--- config.mk ---
export PLATFORM = sky130hd
export DESIGN_NAME = uart_tx_fifo
export DESIGN_NICKNAME = d
export VERILOG_FILES = /design/src/rtl/uart_tx_fifo.sv
export SDC_FILE = /design/constraint.sdc
export NUM_CORES = 1
export LEC_CHECK = 0
export ABC_AREA = 1
export ABC_CLOCK_PERIOD_IN_PS = 2300
export BUFFER_PORTS_ARGS = -buffer_cell sky130_fd_sc_hd__buf_2
export CORE_ASPECT_RATIO = 0.6
export CORE_MARGIN = 3
export CORE_UTILIZATION = 35
export DETAILED_ROUTE_END_ITERATION = 10
export PLACE_DENSITY = 0.52
export SLEW_MARGIN = 20
export SYNTH_ARGS = -nofsm -noshare
export SYNTH_HDL_FRONTEND = slang
export SYNTH_SLANG_ARGS = --single-unit
--- constraint.sdc ---
create_clock -name clk -period 2.3 [get_ports clk]
set_input_delay 0.23 -clock clk [delete_from_list [all_inputs] [get_ports clk]]
set_output_delay 0.23 -clock clk [all_outputs]
set_load 0.01 [all_outputs]
--- src/rtl/uart_tx_fifo.sv ---
// uart_tx_fifo: buffered 8N1 UART transmitter (line-compatible with buart).
//
// A circular byte FIFO decouples the writer from the bit-rate serialiser.
// Frames are LSB first: start (0), 8 data bits, optional even parity, stop (1).
// Queued bytes go out back to back with no idle gap between frames.
//
// Optional feature macro: UART_TX_PARITY_EN
//   defined   -> even-parity slot between data and stop (11-bit frame)
//   undefined -> plain 8N1, 10-bit frame (default build)
//
// Parameters:
//   CLKS_PER_BIT  clock cycles per UART bit (2..65535)
//   FIFO_DEPTH    FIFO entries, power of two (2..256)
// Ports:
//   clk      single clock, rising edge
//   resetq   asynchronous active-low reset
//   wr       write strobe; byte accepted when wr && !full
//   tx_data  byte sampled with wr
//   tx       serial output, idles high
//   full     FIFO holds FIFO_DEPTH bytes
//   empty    FIFO holds no bytes
//   busy     frame on the line or FIFO non-empty
//   level    FIFO occupancy
module uart_tx_fifo #(
    parameter int unsigned CLKS_PER_BIT = 434,
    parameter int unsigned FIFO_DEPTH   = 16
) (
    input  logic                          clk,
    input  logic                          resetq,
    input  logic                          wr,
    input  logic [7:0]                    tx_data,
    output logic                          tx,
    output logic                          full,
    output logic                          empty,
    output logic                          busy,
    output logic [$clog2(FIFO_DEPTH):0]   level
);

    localparam int unsigned PTR_W  = $clog2(FIFO_DEPTH);
    localparam int unsigned CNT_W  = PTR_W + 1;
    localparam int unsigned BAUD_W = $clog2(CLKS_PER_BIT);

    localparam logic [BAUD_W-1:0] BAUD_LAST = BAUD_W'(CLKS_PER_BIT - 1);
    localparam logic [CNT_W-1:0]  CNT_FULL  = CNT_W'(FIFO_DEPTH);

    localparam logic [2:0] S_IDLE   = 3'd0;
    localparam logic [2:0] S_START  = 3'd1;
    localparam logic [2:0] S_DATA   = 3'd2;
    localparam logic [2:0] S_STOP   = 3'd3;
`ifdef UART_TX_PARITY_EN
    localparam logic [2:0] S_PARITY = 3'd4;
`endif

    // FIFO storage and bookkeeping
    logic [7:0]        r_mem [FIFO_DEPTH];
    logic [PTR_W-1:0]  r_wptr;
    logic [PTR_W-1:0]  r_rptr;
    logic [CNT_W-1:0]  r_count;
    logic [CNT_W-1:0]  w_count_nxt;
    logic              r_full;
    logic              r_empty;
    logic              r_busy;
    logic              w_push;
    logic              w_pop;
    logic [7:0]        w_head;

    // Serialiser state
    logic [2:0]        r_state;
    logic [2:0]        w_state_nxt;
    logic [BAUD_W-1:0] r_baud;
    logic [BAUD_W-1:0] w_baud_nxt;
    logic [2:0]        r_bit_idx;
    logic [2:0]        w_bit_idx_nxt;
    logic [7:0]        r_shift;
    logic [7:0]        w_shift_nxt;
    logic              r_tx;
    logic              w_tx_nxt;
    logic              w_bit_end;
`ifdef UART_TX_PARITY_EN
    logic              r_parity;
    logic              w_parity_nxt;
`endif

    assign w_push    = wr & ~r_full;
    assign w_head    = r_mem[r_rptr];
    assign w_bit_end = (r_baud == BAUD_LAST);

    // Next-state, shift and line value; tx is registered from w_tx_nxt
    always_comb begin
        w_state_nxt   = r_state;
        w_baud_nxt    = w_bit_end ? '0 : r_baud + BAUD_W'(1);
        w_bit_idx_nxt = r_bit_idx;
        w_shift_nxt   = r_shift;
        w_tx_nxt      = r_tx;
        w_pop         = 1'b0;
`ifdef UART_TX_PARITY_EN
        w_parity_nxt  = r_parity;
`endif
        case (r_state)
            S_IDLE: begin
                w_baud_nxt = '0;
                w_tx_nxt   = 1'b1;
                if (!r_empty) begin
                    w_pop       = 1'b1;
                    w_shift_nxt = w_head;
`ifdef UART_TX_PARITY_EN
                    w_parity_nxt = ^w_head;
`endif
                    w_state_nxt = S_START;
                    w_tx_nxt    = 1'b0;
                end
            end
            S_START: begin
                if (w_bit_end) begin
                    w_state_nxt   = S_DATA;
                    w_bit_idx_nxt = 3'd0;
                    w_tx_nxt      = r_shift[0];
                end
            end
            S_DATA: begin
                if (w_bit_end) begin
                    if (r_bit_idx == 3'd7) begin
`ifdef UART_TX_PARITY_EN
                        w_state_nxt = S_PARITY;
                        w_tx_nxt    = r_parity;
`else
                        w_state_nxt = S_STOP;
                        w_tx_nxt    = 1'b1;
`endif
                    end else begin
                        w_shift_nxt   = r_shift >> 1;
                        w_bit_idx_nxt = r_bit_idx + 3'd1;
                        w_tx_nxt      = r_shift[1];
                    end
                end
            end
`ifdef UART_TX_PARITY_EN
            S_PARITY: begin
                if (w_bit_end) begin
                    w_state_nxt = S_STOP;
                    w_tx_nxt    = 1'b1;
                end
            end
`endif
            S_STOP: begin
                if (w_bit_end) begin
                    // Chain straight into the next start bit when data is waiting
                    if (!r_empty) begin
                        w_pop       = 1'b1;
                        w_shift_nxt = w_head;
`ifdef UART_TX_PARITY_EN
                        w_parity_nxt = ^w_head;
`endif
                        w_state_nxt = S_START;
                        w_tx_nxt    = 1'b0;
                    end else begin
                        w_state_nxt = S_IDLE;
                        w_tx_nxt    = 1'b1;
                    end
                end
            end
            default: begin
                w_state_nxt = S_IDLE;
                w_baud_nxt  = '0;
                w_tx_nxt    = 1'b1;
            end
        endcase
    end

    // Occupancy: simultaneous push and pop cancel out
    always_comb begin
        w_count_nxt = r_count;
        case ({w_push, w_pop})
            2'b10:   w_count_nxt = r_count + CNT_W'(1);
            2'b01:   w_count_nxt = r_count - CNT_W'(1);
            default: w_count_nxt = r_count;
        endcase
    end

    // FIFO storage; contents are don't-care after reset since pointers clear
    always_ff @(posedge clk) begin
        if (w_push) begin
            r_mem[r_wptr] <= tx_data;
        end
    end

    // State, pointers and registered flags
    always_ff @(posedge clk or negedge resetq) begin
        if (!resetq) begin
            r_state   <= S_IDLE;
            r_baud    <= '0;
            r_bit_idx <= '0;
            r_shift   <= '0;
            r_tx      <= 1'b1;
            r_wptr    <= '0;
            r_rptr    <= '0;
            r_count   <= '0;
            r_full    <= 1'b0;
            r_empty   <= 1'b1;
            r_busy    <= 1'b0;
`ifdef UART_TX_PARITY_EN
            r_parity  <= 1'b0;
`endif
        end else begin
            r_state   <= w_state_nxt;
            r_baud    <= w_baud_nxt;
            r_bit_idx <= w_bit_idx_nxt;
            r_shift   <= w_shift_nxt;
            r_tx      <= w_tx_nxt;
            r_count   <= w_count_nxt;
            r_full    <= (w_count_nxt == CNT_FULL);
            r_empty   <= (w_count_nxt == '0);
            r_busy    <= (w_state_nxt != S_IDLE) | (w_count_nxt != '0);
`ifdef UART_TX_PARITY_EN
            r_parity  <= w_parity_nxt;
`endif
            if (w_push) begin
                r_wptr <= r_wptr + PTR_W'(1);
            end
            if (w_pop) begin
                r_rptr <= r_rptr + PTR_W'(1);
            end
        end
    end

    assign tx    = r_tx;
    assign full  = r_full;
    assign empty = r_empty;
    assign busy  = r_busy;
    assign level = r_count;

endmodule

==> impl_metrics.json <==
{
  "fp-row-count": 39,
  "netlist_top_cells_count": "sky130_fd_sc_hd__edfxtp_1, sky130_fd_sc_hd__nor2_1, sky130_fd_sc_hd__o21ai_0",
  "place_hpwl_mm": 11.5,
  "critPathSlowestCell": "sky130_fd_sc_hd__dfrtp_1",
  "first_global_vias": 4858,
  "nets": 678,
  "crit_chain": "inv_1 -> ha_2 -> inv_2 -> nor2_2 -> nand3_2 -> nand3_1 -> nand2_1 -> nor2_4 -> ha_4 -> buf_4 -> nand2_1 -> o21ai_1 -> nand2_1 -> nand3_2 -> nand2_1 -> nor2_2 -> nand3_2",
  "avgSynthCellArea_sq_um": 11.8,
  "antenna_violations_before_repair": 0,
  "post-route-drc-count": 0,
  "tightestPinTransition_ns": 0.584,
  "pwr_density_cell_nw_per_um2": 1220,
  "synth_top_area_share_pct": 54.4,
  "routed_wire_length_per_instance_um": 19.1,
  "post_synth_instance_area_sq_um": 7060,
  "worstPathRequired_ns": 2.60,
  "final.hold.worst_slack_ns": 0.216,
  "synth_top_cell_by_area": "sky130_fd_sc_hd__edfxtp_1",
  "worst-endpoint-arrival_ns": 2.56,
  "synth_flop_cell": "sky130_fd_sc_hd__edfxtp_1",
  "core_area_sq_um": 19400,
  "synth_nets": 621,
  "fin_setup_tns_ns": 0,
  "drtPass1Iterations": 5,
  "post-route-util_pct": 43.3,
  "globalRouteTotalUtil_pct": 16.9,
  "yosysWarningCount": 0,
  "power.share.clock_pct": 26.4,
  "synth-seq-cells": 168,
  "cts_clk_pin_slew_worst_paths_ns": 0.07,
  "yosys.cell_count.top_type": "sky130_fd_sc_hd__edfxtp_1",
  "global_placer_s_final_weighted_congestion": 0.832,
  "dieHeight_um": 116,
  "design_power_total_w": 0.0103,
  "drt-initial-drc-count": 407,
  "element_type_at_the_critical_path_end": "flop",
  "path_max_fanout": 4,
  "port_buffers": 19,
  "run_status": "completed",
  "detailroute.via_count": 4843,
  "cts_buffers": 17,
  "drive_gt1_share_pct": 19.6,
  "grt_setup_unrepaired": "true",
  "preCtsSetupSlack_ns": -0.0936,
  "cts.htree.levels": 4,
  "max_clock_freq_ghz": 0.444,
  "fillCellCount": 1855,
  "postSynthCellCount": 599,
  "report.final.hold_viol_count": 0,
  "synthTopCellsByArea": "sky130_fd_sc_hd__edfxtp_1, sky130_fd_sc_hd__dfrtp_1, sky130_fd_sc_hd__o21ai_0, sky130_fd_sc_hd__nor2_1, sky130_fd_sc_hd__nand2_1",
  "power.share.sequential_pct": 39.0,
  "combinational_share_of_power_pct": 34.6,
  "finalMaxSlewViolations": 0,
  "top_level_ports": 20,
  "overflow": 0,
  "cap_viol_max_count": 0,
  "number_of_flops_mapped_to_enable_cells_by_yosys": 128,
  "wl_mm": 17.9,
  "clock_tree.root_cell": "sky130_fd_sc_hd__clkbuf_16",
  "finalSetupViolations": 0,
  "ir_drop_mv": 0.512,
  "ys_types": 36,
  "post-route-worst-setup-slack_ns": 0.0466,
  "power.share.switching_pct": 37.1,
  "layout-area-overhead-vs-synth_pct": 19.2,
  "worst_path_largest_cell_delay_ns": 0.38,
  "relSlewSlack_pct": 61.0,
  "synthArstFlopShare_pct": 23.8,
  "chipWidth_um": 189,
  "minimum_period_implied_by_the_final_worst_setup_slack_ns": 2.25,
  "setup.worst_path.class": "reg -> reg",
  "ant_nets": 0,
  "global_route_wire_length_before_repair_mm": 27.7,
  "clk_path_buf_depth": 2,
  "start_util_pct": 36.4,
  "hold_path.class": "in -> reg",
  "clk_latency_ns": 0.43,
  "tritoncts_num_sinks": 168,
  "leakage_nw": 3.10,
  "synth.yosys.seq_area_share_pct": 68.6,
  "grt_start_max_net_pins": 65,
  "p_int_w": 0.00646,
  "design.die.area_sq_um": 22000,
  "timing.critical_path.from_type": "flop",
  "finalCritPeriodShare_pct": 98.0,
  "cts_tree": "done",
  "via_per_inst": 5.18,
  "fin_worst_skew_ns": 0.00884,
  "insertedDiodeCount": 0,
  "switchingPower_w": 0.00381,
  "cpMostUsedCell": "sky130_fd_sc_hd__nand2_1"
}
## flip-flops by register name, summed over array words and instances, names as in the netlist, 3 cells and up
signal	count
level	5
r_shift	8
r_baud	9
r_state	3
r_mem	128
r_wptr	4
r_rptr	4
r_bit_idx	3
## metal layers
metal | vias up | GRT usage, % | share of wire, %
met2 | 139 | 24.5 | 43
met1 | 2422 | 25.6 | 51
met4 | 0 | 3.74 | 0.77
met5 | - | 0 | 0
met3 | 12 | 4.38 | 5.6
li1 | 2270 | - | -
## layout make-up
class | instances | area [sq um] | area share, %
multi-input combinational | 371 | 2080 | 24.7
clock inverter | 9 | 63.8 | 0.758
timing repair buffer | 62 | 458 | 5.44
inverter | 36 | 135 | 1.61
sequential | 168 | 4850 | 57.6
tap | 266 | 333 | 3.95
clock buffer | 23 | 499 | 5.93
## worst paths after layout
kind,startpoint,end,slack [ns],cells past startpoint
worst max-delay path,r_baud[1]$_DFF_PN0_,busy$_DFF_PN0_,0.05,17
worst min-delay path,tx_data[3],r_mem[8][3]$_DFFE_PP_,0.22,1
worst max register to register,r_baud[1]$_DFF_PN0_,busy$_DFF_PN0_,0.05,17
worst min register to register,r_bit_idx[2]$_DFFE_PN0P_,r_bit_idx[2]$_DFFE_PN0P_,0.50,2
max in group asynchronous,resetq,r_rptr[0]$_DFFE_PN0P_,1.52,3
min in group asynchronous,resetq,r_baud[7]$_DFF_PN0_,0.40,3
## cell usage in the layout, fill, tap and decap left out, drive strengths merged, types with 22 or more instances in the layout
cell and instances:
edfxtp 128, dfrtp 38, inv 38, nor2 109, clkbuf 23, buf 61
nand2 56, nand3 31, o221ai 22, o21ai 83
## kinds of logic (layout without fill, tap and decap cells)
family / count (synthesis) / count (layout) / share of synthesized area [%]
compound gates: 139 / 139 / 12.0
fa+ha+maj: 11 / 11 / 1.95
flops: 168 / 168 / 68.6
xor+xnor: 9 / 9 / 1.12
buf+inv: 60 / 130 / 3.19
simple gates: 211 / 211 / 13.1
other cells: 1 / 1 / 0.0531
## metrics by stage
step / instance area [sq um] / cells
after floorplan: 7060 / 599
after global placement: 7730 / 899
after detailed placement: 7730 / 899
after CTS: 8320 / 932
after global routing: 8420 / 935
final: 8420 / 935
## timing repair
item | 4_1_cts | 5_1_grt
endpoints found under the setup margin | 3 | 4
gates resized for setup | 5 | 20
pin swaps | 2 | 9
hold buffers | 1 | 0
endpoints found under the hold margin | 38 | 0
cloned | 0 | 0
buffers inserted | 0 | 3
## power groups by stage
stage                     Combinational (W)  Clock (W)  Sequential, W
after global placement              0.00328          0        0.00404
after detailed placement            0.00334          0        0.00406
after global routing                0.00397    0.00290        0.00405
after CTS                           0.00338    0.00276        0.00400
after floorplan                     0.00205          0        0.00401
final                               0.00355    0.00271        0.00401
## worst max-delay path, delay by kind of cell, from the launching register on
family	cells	cell delay [ns]
simple gates	11	1.13
fa+ha+maj	2	0.32
compound gates	1	0.09
buf+inv	3	0.22
flops	1	0.38
(Power assumes the default switching activity.)
